--- src/rtl/pal_cfg_loader.sv ---
// pal_cfg_loader: byte-stream feeder for the PAL configuration shift chain.
// Accepts NUM_BYTES config bytes over a valid/ready interface, serialises each
// byte LSB-first onto CFG_OUT with a CFG_SHIFT strobe, then consumes one XOR
// checksum trailer byte and reports DONE / CHK_OK.
//
// Ports:
//   CLK        clock
//   RES        synchronous active-high reset
//   START      one-cycle pulse, begins or restarts a load
//   DIN        config / checksum byte
//   DIN_VALID  DIN holds a byte
//   DIN_READY  loader accepts DIN this cycle (combinational from state)
//   CFG_OUT    serial config bit to the PAL CFG input
//   CFG_SHIFT  CFG_OUT is a valid bit for the chain to shift in
//   BUSY       load in progress (WAIT, SHIFT or CHECK)
//   DONE       checksum byte consumed, load finished
//   CHK_OK     checksum matched; meaningful only with DONE=1
//   BYTE_CNT   config bytes accepted since last START
module pal_cfg_loader #(
  parameter  int unsigned CFG_BITS  = 192,
  localparam int unsigned NUM_BYTES = CFG_BITS / 8,
  localparam int unsigned CNT_W     = $clog2(NUM_BYTES + 1)
) (
  input  logic             CLK,
  input  logic             RES,
  input  logic             START,
  input  logic [7:0]       DIN,
  input  logic             DIN_VALID,
  output logic             DIN_READY,
  output logic             CFG_OUT,
  output logic             CFG_SHIFT,
  output logic             BUSY,
  output logic             DONE,
  output logic             CHK_OK,
  output logic [CNT_W-1:0] BYTE_CNT
);

  typedef enum logic [2:0] {
    S_IDLE,
    S_WAIT,
    S_SHIFT,
    S_CHECK,
    S_DONE
  } state_t;

  state_t             state, state_d;
  logic [7:0]         shreg, shreg_d;
  logic [2:0]         bit_idx, bit_idx_d;
  logic [7:0]         acc, acc_d;
  logic [CNT_W-1:0]   byte_cnt, byte_cnt_d;
  logic               cfg_out_q, cfg_out_d;
  logic               cfg_shift_q, cfg_shift_d;
  logic               busy_q, busy_d;
  logic               done_q, done_d;
  logic               chk_ok_q, chk_ok_d;
  logic               more_bytes;
  logic               xfer;

  // More config bytes still expected before the checksum trailer.
  assign more_bytes = (byte_cnt < CNT_W'(NUM_BYTES));

  // Ready depends only on state, bit index and byte count, never on DIN_VALID.
  always_comb begin
    DIN_READY = 1'b0;
    case (state)
      S_WAIT:  DIN_READY = 1'b1;
      S_CHECK: DIN_READY = 1'b1;
      S_SHIFT: DIN_READY = (bit_idx == 3'd7) && more_bytes;
      default: DIN_READY = 1'b0;
    endcase
  end

  assign xfer = DIN_VALID && DIN_READY;

  // Next-state and registered-output logic.
  always_comb begin
    state_d     = state;
    shreg_d     = shreg;
    bit_idx_d   = bit_idx;
    acc_d       = acc;
    byte_cnt_d  = byte_cnt;
    cfg_out_d   = 1'b0;
    cfg_shift_d = 1'b0;
    done_d      = done_q;
    chk_ok_d    = chk_ok_q;

    if (START) begin
      // Restart discards any coinciding transfer and any partial byte.
      state_d    = S_WAIT;
      bit_idx_d  = 3'd0;
      acc_d      = 8'd0;
      byte_cnt_d = '0;
      done_d     = 1'b0;
      chk_ok_d   = 1'b0;
    end else begin
      case (state)
        S_IDLE: begin
          state_d = S_IDLE;
        end

        S_WAIT: begin
          if (xfer) begin
            state_d     = S_SHIFT;
            shreg_d     = DIN;
            acc_d       = acc ^ DIN;
            byte_cnt_d  = byte_cnt + CNT_W'(1);
            bit_idx_d   = 3'd0;
            cfg_out_d   = DIN[0];
            cfg_shift_d = 1'b1;
          end
        end

        S_SHIFT: begin
          if (bit_idx != 3'd7) begin
            bit_idx_d   = bit_idx + 3'd1;
            cfg_out_d   = shreg[bit_idx + 3'd1];
            cfg_shift_d = 1'b1;
          end else if (xfer) begin
            // Gapless reload: bit 0 of the new byte follows bit 7 directly.
            shreg_d     = DIN;
            acc_d       = acc ^ DIN;
            byte_cnt_d  = byte_cnt + CNT_W'(1);
            bit_idx_d   = 3'd0;
            cfg_out_d   = DIN[0];
            cfg_shift_d = 1'b1;
          end else begin
            state_d = more_bytes ? S_WAIT : S_CHECK;
          end
        end

        S_CHECK: begin
          if (xfer) begin
            chk_ok_d = (DIN == acc);
            done_d   = 1'b1;
            state_d  = S_DONE;
          end
        end

        S_DONE: begin
          state_d = S_DONE;
        end

        default: begin
          state_d = S_IDLE;
        end
      endcase
    end

    busy_d = (state_d == S_WAIT) || (state_d == S_SHIFT) || (state_d == S_CHECK);
  end

  // State and output registers.
  always_ff @(posedge CLK) begin
    if (RES) begin
      state       <= S_IDLE;
      shreg       <= 8'd0;
      bit_idx     <= 3'd0;
      acc         <= 8'd0;
      byte_cnt    <= '0;
      cfg_out_q   <= 1'b0;
      cfg_shift_q <= 1'b0;
      busy_q      <= 1'b0;
      done_q      <= 1'b0;
      chk_ok_q    <= 1'b0;
    end else begin
      state       <= state_d;
      shreg       <= shreg_d;
      bit_idx     <= bit_idx_d;
      acc         <= acc_d;
      byte_cnt    <= byte_cnt_d;
      cfg_out_q   <= cfg_out_d;
      cfg_shift_q <= cfg_shift_d;
      busy_q      <= busy_d;
      done_q      <= done_d;
      chk_ok_q    <= chk_ok_d;
    end
  end

  assign CFG_OUT   = cfg_out_q;
  assign CFG_SHIFT = cfg_shift_q;
  assign BUSY      = busy_q;
  assign DONE      = done_q;
  assign CHK_OK    = chk_ok_q;
  assign BYTE_CNT  = byte_cnt;

endmodule

--- config.mk ---
export PLATFORM = sky130hd
export DESIGN_NAME = pal_cfg_loader
export DESIGN_NICKNAME = d
export VERILOG_FILES = /design/src/rtl/pal_cfg_loader.sv
export SDC_FILE = /design/constraint.sdc
export NUM_CORES = 1
export LEC_CHECK = 0
export ABC_AREA = 0
export ABC_CLOCK_PERIOD_IN_PS = 2850
export CORE_ASPECT_RATIO = 0.5
export CORE_MARGIN = 2
export CORE_UTILIZATION = 40
export CTS_CLUSTER_SIZE = 24
export DETAILED_ROUTE_END_ITERATION = 8
export PLACE_DENSITY = 0.63
export SLEW_MARGIN = 20
export SYNTH_ARGS = -nofsm -noshare
export SYNTH_HDL_FRONTEND = slang
export SYNTH_SLANG_ARGS = --single-unit
--- constraint.sdc ---
create_clock -name CLK -period 2.85 [get_ports CLK]
set_clock_uncertainty 0.2 [all_clocks]
set_input_delay 0.57 -clock CLK [delete_from_list [all_inputs] [get_ports CLK]]
set_output_delay 0.57 -clock CLK [all_outputs]
set_load 0.005 [all_outputs]
# After elaboration in Yosys (flattened, before gate mapping)
# Cells that the tools add are included.
[op_classes]
bitwise_logic = 2
n_lt_le_gt_ge = 2
n_mux = 28
eq_ne = 11
reduce_logical = 10
add_sub_neg = 2
[op_table]
columns = ["operator", "n"]
rows = [
  ["$mux 8", 4],
  ["$pmux 8 s2", 2],
  ["$mux 3", 7],
  ["$eq 3x2->1 const B", 4],
  ["$pmux 3 s4", 1],
  ["$mux 5", 2],
  ["$pmux 5 s2", 1],
  ["$eq 8x8->1", 1],
  ["$xor 8x8->8", 1],
  ["$eq 3x1->1 const B", 2],
  ["$eq 3x3->1 const B", 2],
  ["$pmux 1 s2", 3],
  ["$pmux 3 s2", 1],
  ["$add 5x1->5 const B", 1],
  ["$lt 5x5->1 const B", 1],
  ["$mux 1", 5],
  ["$lt 3x4->1 const B", 1],
  ["$reduce_and 2->1", 2],
  ["$reduce_or 2->1", 2],
  ["$add 3x1->3 const B", 1],
  ["$bmux 1 s3", 1],
  ["$ne 3x3->1 const B", 1],
  ["$reduce_and 3->1", 1],
  ["$logic_and 1x1->1", 2],
  ["other kinds (5)", 6],
]
[totals]
output_inout_bits = 11
input_bits = 12
elab_cells = 65
reg_bits = 32

# Longest topological paths before layout
# Gate-level depths: netlist of the first run.
[logic_depth]
word_depth = 11
ltp_mapped = 6
depth_no_buf = 6

# Least setup slack after synthesis of the first run
# OpenSTA, ideal clock, no wires.
[synth_path]
path_kind = "reg2out"
from = "reg bit_idx[0]"
to = "out DIN_READY"
path_buffers = 1
path_stages_with_launch = 6
arrival_ns = 1.494
t_required_ns = 2.080
setup_slack_ns = 0.586
cell_sequence = "dfxtp_1 -> ha_1 -> ha_1 -> a31oi_1 -> clkbuf_1 -> nor2_1"
[synth_between]
elab_chain_len = 3
[synth_lines]
columns = ["element", "line", "text"]
rows = [
  ["start: declaration", "48", "logic [2:0] bit_idx, bit_idx_d;"],
  ["start signal: assignment", "168", "bit_idx <= bit_idx_d;"],
  ["$eq 3x3->1", "68", "S_SHIFT: DIN_READY = (bit_idx == 3'd7) && more_bytes;"],
  ["$logic_and 1x1->1", "68", ""],
  ["$pmux 1 s2", "65", "case (state)"],
  ["end: declaration", "29", "output logic DIN_READY,"],
]
# Every way passes these cells.

# Worst setup path in the final report of the first run
# Ends and elaborated chain as after synthesis.

==> flow_metrics.py, run 1 <==
metrics = {
    "power": {
        "combPwrFrac": 0.128,
        "max-vdd-ir-drop_v": 0.000203,
        "power.density_nw_per_um2": 459,
        "intPower_w": 0.000673,
        "swShare": 0.259,
        "seq_power_share": 0.510,
        "clkPwrFrac": 0.362,
        "switching_power_w": 0.000235,
        "p_leak_nw": 0.749,
    },
    "cts": {
        "clk_latency_ns": 0.28,
        "cts.path.max_buffers": 2,
        "cts_made_buffers": 5,
        "ctsResizeCount": 0,
        "postCtsSetupRepairBufs": 0,
        "clkTransAtPathRegs_ns": 0.07,
        "htreeDepth": 2,
        "root_buffer": "clkbuf_8",
        "cts.sinks": 32,
        "ctsHoldBuffers": 0,
        "cts_tree": "yes",
    },
    "yosys": {
        "synth_area_per_cell_sq_um": 8.88,
        "synth_top_family_by_area": "simple AND/OR/NAND/NOR gates",
        "synth_warnings": 0,
        "synthXorXnorAreaFrac": 0.0579,
        "syn_area_sq_um": 1640,
        "synth_compound_area_frac": 0.177,
        "synth_fa_ha_area_frac": 0.0228,
        "ys_seq_area_frac": 0.390,
        "synth-seq-cells": 32,
        "synth-simple-area-share": 0.225,
        "synth_mux_area_frac": 0.0762,
        "synthCells": 185,
        "syn-num-nets": 200,
        "synth_cell_types": 31,
    },
    "floorplan": {
        "dieArea_sq_um": 4670,
        "design.core.area_sq_um": 3920,
        "die_w_um": 94.6,
        "rows": 16,
        "pin_count": 23,
        "die_y_um": 49.3,
        "start_util": 0.419,
    },
    "route": {
        "vias": 1366,
        "drt-total-wl_um": 3390,
        "first_iter_violations": 61,
        "final_antenna_net_count": 0,
        "route.detailed.drc": 0,
        "wl_per_cell_um": 13.0,
        "dr.pass1.iters": 4,
        "viasPerCell": 5.23,
    },
    "placement": {
        "gp_congestion": 0.756,
        "io_buffer_count": 22,
        "dp.final_hpwl_um": 2410,
        "dpl.cell_count": 254,
        "dp_slack_ns": 0.326,
    },
    "cells_and_area": {
        "final.fill_count": 406,
        "layout-drive-gt1-share": 0.0870,
        "diodes": 0,
        "post-route-util": 0.504,
        "final_common_cell": "dfxtp_1",
        "most-common-layout-cells": "dfxtp_1 (32), clkdlybuf4s50_1 (22), nor2_1 (18)",
        "syn_to_final_growth_pct": 20.3,
        "final-instance-count-excl-fill": 261,
        "final_nets": 222,
    },
    "critical_path": {
        "startpoint": "bit_idx[0]",
        "arrival_ns": 1.86,
        "cp_max_fo": 6,
        "crit_path_start_kind": "flop",
        "crit_required_ns": 2.08,
        "crit-reg2reg-launch": "bit_idx[0]",
        "end_kind": "output port",
        "critPathKind": "reg -> out",
    },
    "global_route": {
        "antenna_found_initial": 0,
        "grtUsageMet1": 0.221,
        "grt_pass1_vias": 1251,
        "grt.overflow.total": 0,
        "grt_use_met2": 0.242,
        "grt_use_met3": 0.0464,
        "busiest_layer": "met2",
        "grt_use_total": 0.162,
        "grt_max_degree": 21,
        "grt_first_pass_wirelength_um": 5770,
    },
    "timing": {
        "whs_ns": 0.251,
        "fin_crit_ns": 2.63,
        "slew_viol_final": 0,
        "final-setup-viol-count": 0,
        "setup-tns-final_ns": 0,
        "rsz0062_at_grt": "false",
        "fmax_mhz": 380,
        "setup_slack_ns": 0.221,
        "timing.final.crit_share": 0.923,
        "max_slew_margin": 0.698,
        "final-hold-violation-count": 0,
        "tightestPinTransition_ns": 0.450,
    },
    "run": {
        "maxCapViolCount": 0,
    },
    "min_path": {
        "hp-start": "DONE",
        "worstHoldPathType": "reg -> reg",
    },
    "status": {
        "outcome": "complete, no violations",
    },
}
==> final timing paths <==
| path | to | slack [ns] | depth (start not counted) |
|---|---|---|---|
| worst min-delay path | DONE | 0.25 | 2 |
| worst min register to register | DONE | 0.25 | 2 |
| worst max register to register | shreg[3] | 0.71 | 7 |
| worst max-delay path | DIN_READY | 0.22 | 5 |
==> registers in the layout, indices dropped and copies added, names as in the netlist <==
signal and cells:
CFG_OUT 1, CHK_OK 1, BYTE_CNT 5, shreg 8
bit_idx 3, state 3, DONE 1, CFG_SHIFT 1
acc 8, BUSY 1
==> cell usage after synthesis <==
library cell,number,share of area
dfxtp_1,32,0.39
nor2_1,18,0.041
nand2b_1,17,0.065
nand2_1,16,0.037
a21oi_1,11,0.034
a31oi_1,9,0.034
xnor2_1,9,0.048
a41o_1,8,0.049
clkbuf_1,8,0.018
mux2i_1,8,0.049
o21ai_0,7,0.021
nand3_1,5,0.015
inv_1,4,0.0091
buf_6,3,0.021
ha_1,3,0.023
nand4_1,3,0.011
o211ai_1,3,0.014
or3_1,3,0.011
mux4_2,2,0.027
nor3_1,2,0.0061
o31ai_1,2,0.0091
or2_2,2,0.0076
or4_1,2,0.0091
a31o_2,1,0.0053
buf_2,1,0.0030
nand4b_1,1,0.0053
nor4_4,1,0.013
o2111ai_1,1,0.0053
o311ai_0,1,0.0053
or2_1,1,0.0038
xnor2_2,1,0.0099
==> power by group through the flow <==
stage               combinational (W)  clock [W]  sequential (W)
floorplan                   0.0000785          0        0.000469
global placement             0.000115          0        0.000473
detailed placement           0.000116          0        0.000474
CTS                          0.000117   0.000338        0.000463
global route                 0.000129   0.000360        0.000465
finish                       0.000116   0.000328        0.000463
==> per-layer routing <==
layer / part of all wire / vias up / wire length [um]
li1: - / 704 / -
met1: 0.51 / 634 / 1740
met3: 0.040 / 3 / 135
met5: 0 / - / 0
met4: 0.0062 / 0 / 21
met2: 0.44 / 25 / 1490
==> critical path, stage by stage, from the launching register on <==
cell and delay (ns):
dfxtp_1 0.41, ha_1 0.17, ha_1 0.25, a31oi_1 0.13, nor2_1 0.11, clkdlybuf4s50_1 0.50
==> cell type report <==
type / count / area (sq um) / area share
sequential: 32 / 641 / 0.324
clock inverter: 1 / 5.00 / 0.00253
multi-input combinational: 137 / 918 / 0.465
clock buffer: 6 / 72.6 / 0.0367
timing repair buffer: 27 / 258 / 0.130
inverter: 4 / 15.0 / 0.00759
tap: 54 / 67.6 / 0.0342
==> through the flow <==
stage / cell area, sq um / power (W)
2_1_floorplan: 1640 / 0.000548
3_3_place_gp: 1900 / 0.000588
3_5_place_dp: 1900 / 0.000590
4_1_cts: 1980 / 0.000918
5_1_grt: 1980 / 0.000953
6_report: 1980 / 0.000908
==> cells by family after synthesis <==
group,count (synthesis)
muxes,10
DFF,32
AOI/OAI and AO/OA,43
and+or+nand+nor,71
xor gates and xnor gates,10
buffers and inverters,16
adders and majority gates,3
No activity file was read; power rests on OpenSTA's default activity.
==> inputs of run 2 (changes only) <==
- CORE_ASPECT_RATIO: 0.5 -> 2
==> flow_metrics.py, run 2 (synthesis results as in run 1) <==
metrics = {
    "timing": {
        "fin_crit_ns": 2.63,
        "tightestPinTransition_ns": 0.640,
        "final-hold-violation-count": 0,
        "max_slew_margin": 0.570,
        "fmax_mhz": 380,
        "setup-tns-final_ns": 0,
        "timing.final.crit_share": 0.924,
        "final-setup-viol-count": 0,
        "slew_viol_final": 0,
        "rsz0062_at_grt": "false",
    },
    "run": {
        "maxCapViolCount": 0,
    },
    "route": {
        "drt-total-wl_um": 3530,
        "wl_per_cell_um": 13.6,
        "viasPerCell": 5.42,
        "first_iter_violations": 27,
        "vias": 1404,
        "final_antenna_net_count": 0,
        "route.detailed.drc": 0,
        "dr.pass1.iters": 4,
    },
    "floorplan": {
        "design.core.area_sq_um": 4010,
        "dieArea_sq_um": 4670,
        "start_util": 0.410,
        "rows": 33,
        "die_w_um": 49.3,
        "pin_count": 23,
        "die_y_um": 94.6,
    },
    "cts": {
        "cts.sinks": 32,
        "ctsResizeCount": 0,
        "postCtsSetupRepairBufs": 0,
        "htreeDepth": 2,
        "clk_latency_ns": 0.28,
        "cts.path.max_buffers": 2,
        "cts_made_buffers": 5,
        "ctsHoldBuffers": 0,
        "clkTransAtPathRegs_ns": 0.07,
        "root_buffer": "clkbuf_8",
        "cts_tree": "yes",
    },
    "placement": {
        "gp_congestion": 0.813,
        "io_buffer_count": 22,
        "dp.final_hpwl_um": 2540,
    },
    "critical_path": {
        "cp_max_fo": 6,
        "arrival_ns": 1.86,
        "end_kind": "output port",
        "crit_path_start_kind": "flop",
        "critPathKind": "reg -> out",
        "crit_required_ns": 2.08,
    },
    "power": {
        "p_leak_nw": 0.753,
        "max-vdd-ir-drop_v": 0.000389,
        "power.density_nw_per_um2": 475,
        "p_total_w": 0.000941,
    },
    "cells_and_area": {
        "syn_to_final_growth_pct": 20.6,
        "final_nets": 221,
        "diodes": 0,
        "most-common-layout-cells": "dfxtp_1 (32), clkdlybuf4s50_1 (22), nor2_1 (18)",
        "layout-drive-gt1-share": 0.0918,
        "final_common_cell": "dfxtp_1",
    },
    "min_path": {
        "worstHoldPathType": "reg -> reg",
    },
    "global_route": {
        "grt_first_pass_wirelength_um": 6060,
        "grt_max_degree": 21,
        "grt_pass1_vias": 1344,
        "grt.overflow.total": 0,
        "antenna_found_initial": 0,
        "grt_use_total": 0.169,
    },
    "status": {
        "outcome": "complete, no violations",
    },
}
-- run 2: cell count changes in the layout (fill, tap and decap cells not counted) --
cell      delta
clkbuf_1     -1
buf_4        -1
clkbuf_8     +1
clkinv_2     +1
-- run 2: per-layer routing --
metal / global-route usage / share of wire / vias up
li1: - / - / 705
met1: 0.191 / 0.42 / 660
met2: 0.300 / 0.53 / 33
met3: 0.0380 / 0.042 / 6
met4: 0.0738 / 0.014 / 0
met5: 0 / 0 / -
-- run 2: final cells by class --
type / instances / area [sq um]
flip-flops and latches: 32 / 641
clock buffers: 6 / 82.6
clock inverters: 2 / 10.0
repair buffers: 26 / 250
fillers: 407 / 2020
multi-input cells: 137 / 918
inverters: 4 / 15.0
well taps: 52 / 65.1
-- run 2: through the flow --
stage	setup slack [ns]	cells	hold WS (ns)	util	cell area, sq um
6_report	0.217	259	0.247	0.495	1980
5_1_grt	0.0952	259	0.289	0.495	1980
4_1_cts	0.214	259	0.250	0.495	1980
3_5_place_dp	0.353	251	0.239	0.472	1890
3_3_place_gp	0.375	251	0.237	0.472	1890
2_1_floorplan	0.586	185	0.242	-	1640
-- run 2: worst paths after layout --
kind | slack (ns) | depth (start not counted) | end | from
setup / recovery | 0.22 | 5 | DIN_READY | bit_idx[0]
hold / removal | 0.25 | 2 | DONE | DONE
setup reg to reg | 0.53 | 6 | shreg[5] | bit_idx[0]
hold reg to reg | 0.25 | 2 | DONE | DONE
-- run 2: critical path: stages, from the launching register on --
cell	delay [ns]
dfxtp_1	0.40
ha_1	0.17
ha_1	0.26
a31oi_1	0.14
nor2_1	0.11
clkdlybuf4s50_1	0.50
-- run 2: report_power, final --
| part | leakage (nW) | internal (W) | switching (W) |
|---|---|---|---|
| sequential | 0.259 | 0.000455 | 0.00000879 |
| combinational | 0.444 | 0.0000514 | 0.0000649 |
| clock | 0.0510 | 0.000193 | 0.000168 |
==> inputs of run 3 (changes only) <==
- CORE_UTILIZATION: 40 -> 53
- PLACE_DENSITY: 0.63 -> 0.8
==> flow_metrics.py, run 3 (synthesis results as in run 1) <==
metrics = {
    "status": {
        "outcome": "complete, no violations",
    },
    "placement": {
        "io_buffer_count": 22,
        "gp_congestion": 0.878,
        "dp.final_hpwl_um": 2790,
    },
    "timing": {
        "fin_crit_ns": 2.69,
        "final-hold-violation-count": 0,
        "final-setup-viol-count": 0,
        "fmax_mhz": 371,
        "timing.final.crit_share": 0.945,
        "tightestPinTransition_ns": 0.647,
        "max_slew_margin": 0.566,
        "slew_viol_final": 0,
        "rsz0062_at_grt": "false",
        "setup-tns-final_ns": 0,
    },
    "floorplan": {
        "rows": 28,
        "die_w_um": 43.4,
        "design.core.area_sq_um": 2940,
        "die_y_um": 82.7,
        "pin_count": 23,
        "dieArea_sq_um": 3590,
        "start_util": 0.558,
    },
    "min_path": {
        "hold_depth": 2,
        "hp-start": "DONE",
        "worstHoldPathType": "reg -> reg",
        "min_to": "DONE",
    },
    "global_route": {
        "antenna_found_initial": 0,
        "grt_pass1_vias": 1481,
        "grt_max_degree": 21,
        "grt_use_total": 0.247,
        "grt_first_pass_wirelength_um": 6530,
        "grt.overflow.total": 0,
    },
    "cells_and_area": {
        "register_area_sq_um": 641,
        "syn_to_final_growth_pct": 18.8,
        "diodes": 0,
        "post-route-util": 0.663,
        "multi_input_area_sq_um": 918,
        "final_common_cell": "dfxtp_1",
        "most-common-layout-cells": "dfxtp_1 (32), clkdlybuf4s50_1 (22), nor2_1 (18)",
        "final.fill_count": 235,
        "layout-drive-gt1-share": 0.0821,
        "final_nets": 221,
    },
    "cts": {
        "root_buffer": "clkbuf_8",
        "cts_tree": "yes",
        "cts_made_buffers": 5,
        "cts.path.max_buffers": 2,
        "ctsResizeCount": 0,
        "ctsHoldBuffers": 0,
        "postCtsSetupRepairBufs": 0,
        "clkTransAtPathRegs_ns": 0.06,
        "clk_latency_ns": 0.28,
        "htreeDepth": 2,
        "cts.sinks": 32,
    },
    "route": {
        "first_iter_violations": 28,
        "final_antenna_net_count": 0,
        "dr.pass1.iters": 4,
        "drt-total-wl_um": 3880,
        "route.detailed.drc": 0,
        "wl_per_cell_um": 16.4,
        "vias": 1466,
        "viasPerCell": 6.19,
    },
    "critical_path": {
        "reg2reg_depth": 6,
        "crit_top_cell": "ha_1",
        "critPathKind": "reg -> out",
        "cp_slowest_cell": "clkdlybuf4s50_1",
        "crit-reg2reg-launch": "bit_idx[0]",
        "critPathTopFamily": "buffers and inverters",
        "worstPathBufferInverterCount": 1,
        "cpPeakStageDelay_ns": 0.50,
        "cp_cell_sequence": "ha_1, ha_1, a31oi_1, nor2_1, clkdlybuf4s50_1",
        "r2r_slack_ns": 0.45,
        "r2r_end": "shreg[3]",
        "end_kind": "output port",
        "crit_required_ns": 2.08,
        "arrival_ns": 1.92,
        "cp_max_fo": 6,
        "crit_path_start_kind": "flop",
    },
    "power": {
        "max-vdd-ir-drop_v": 0.000525,
        "power.density_nw_per_um2": 480,
        "p_leak_nw": 0.748,
    },
    "run": {
        "maxCapViolCount": 0,
    },
}
==> run 3: cell count changes in the layout (fill, tap and decap cells not counted) <==
cell	previous run	this run
clkbuf_1	0	2
clkinv_2	2	0
==> run 3: routing by layer <==
layer / vias to the layer above / share of wire / track usage
met3: 9 / 0.046 / 0.0457
met2: 48 / 0.57 / 0.464
li1: 701 / - / -
met4: 0 / 0.030 / 0.139
met1: 708 / 0.35 / 0.243
met5: - / 0 / 0
==> run 3: area by class of cell <==
cell class / instances / share of cell area
tap: 30 / 0.0192
clock buffer: 8 / 0.0462
sequential: 32 / 0.328
multi-input combinational: 137 / 0.471
timing repair buffer: 26 / 0.128
inverter: 4 / 0.00769
==> run 3: tightest hold or removal path, stage by stage, from the launching register on <==
cell and delay (ns):
dfxtp_1 0.31, inv_1 0.05, a21oi_1 0.05
==> run 3: per-stage QoR <==
stage	instance area, sq um	cells	setup slack (ns)	hold WS [ns]	power, W
after floorplan	1640	185	0.586	0.242	0.000548
after global placement	1860	229	0.408	0.237	0.000585
after detailed placement	1860	229	0.349	0.242	0.000591
after CTS	1950	237	0.161	0.251	0.000939
after global routing	1950	237	0.0754	0.286	0.000970
final	1950	237	0.155	0.248	0.000936
==> run 3: where the power goes <==
part	internal (W)	leakage (nW)	switching, W
sequential	0.000455	0.259	0.00000864
combinational	0.0000515	0.444	0.0000681
clock	0.000197	0.0455	0.000156
total	0.000704	0.748	0.000232
==> run 3: worst max path at each step <==
stage                  endpoint  cells after the start  slack (ns)  startpoint
floorplan             DIN_READY                      5        0.59  bit_idx[0]
global placement    BYTE_CNT[3]                      5        0.41   DIN_VALID
detailed placement  BYTE_CNT[3]                      5        0.35   DIN_VALID
CTS                   DIN_READY                      5        0.16  bit_idx[0]
global route          DIN_READY                      5        0.08  bit_idx[0]
finish                DIN_READY                      5        0.16  bit_idx[0]
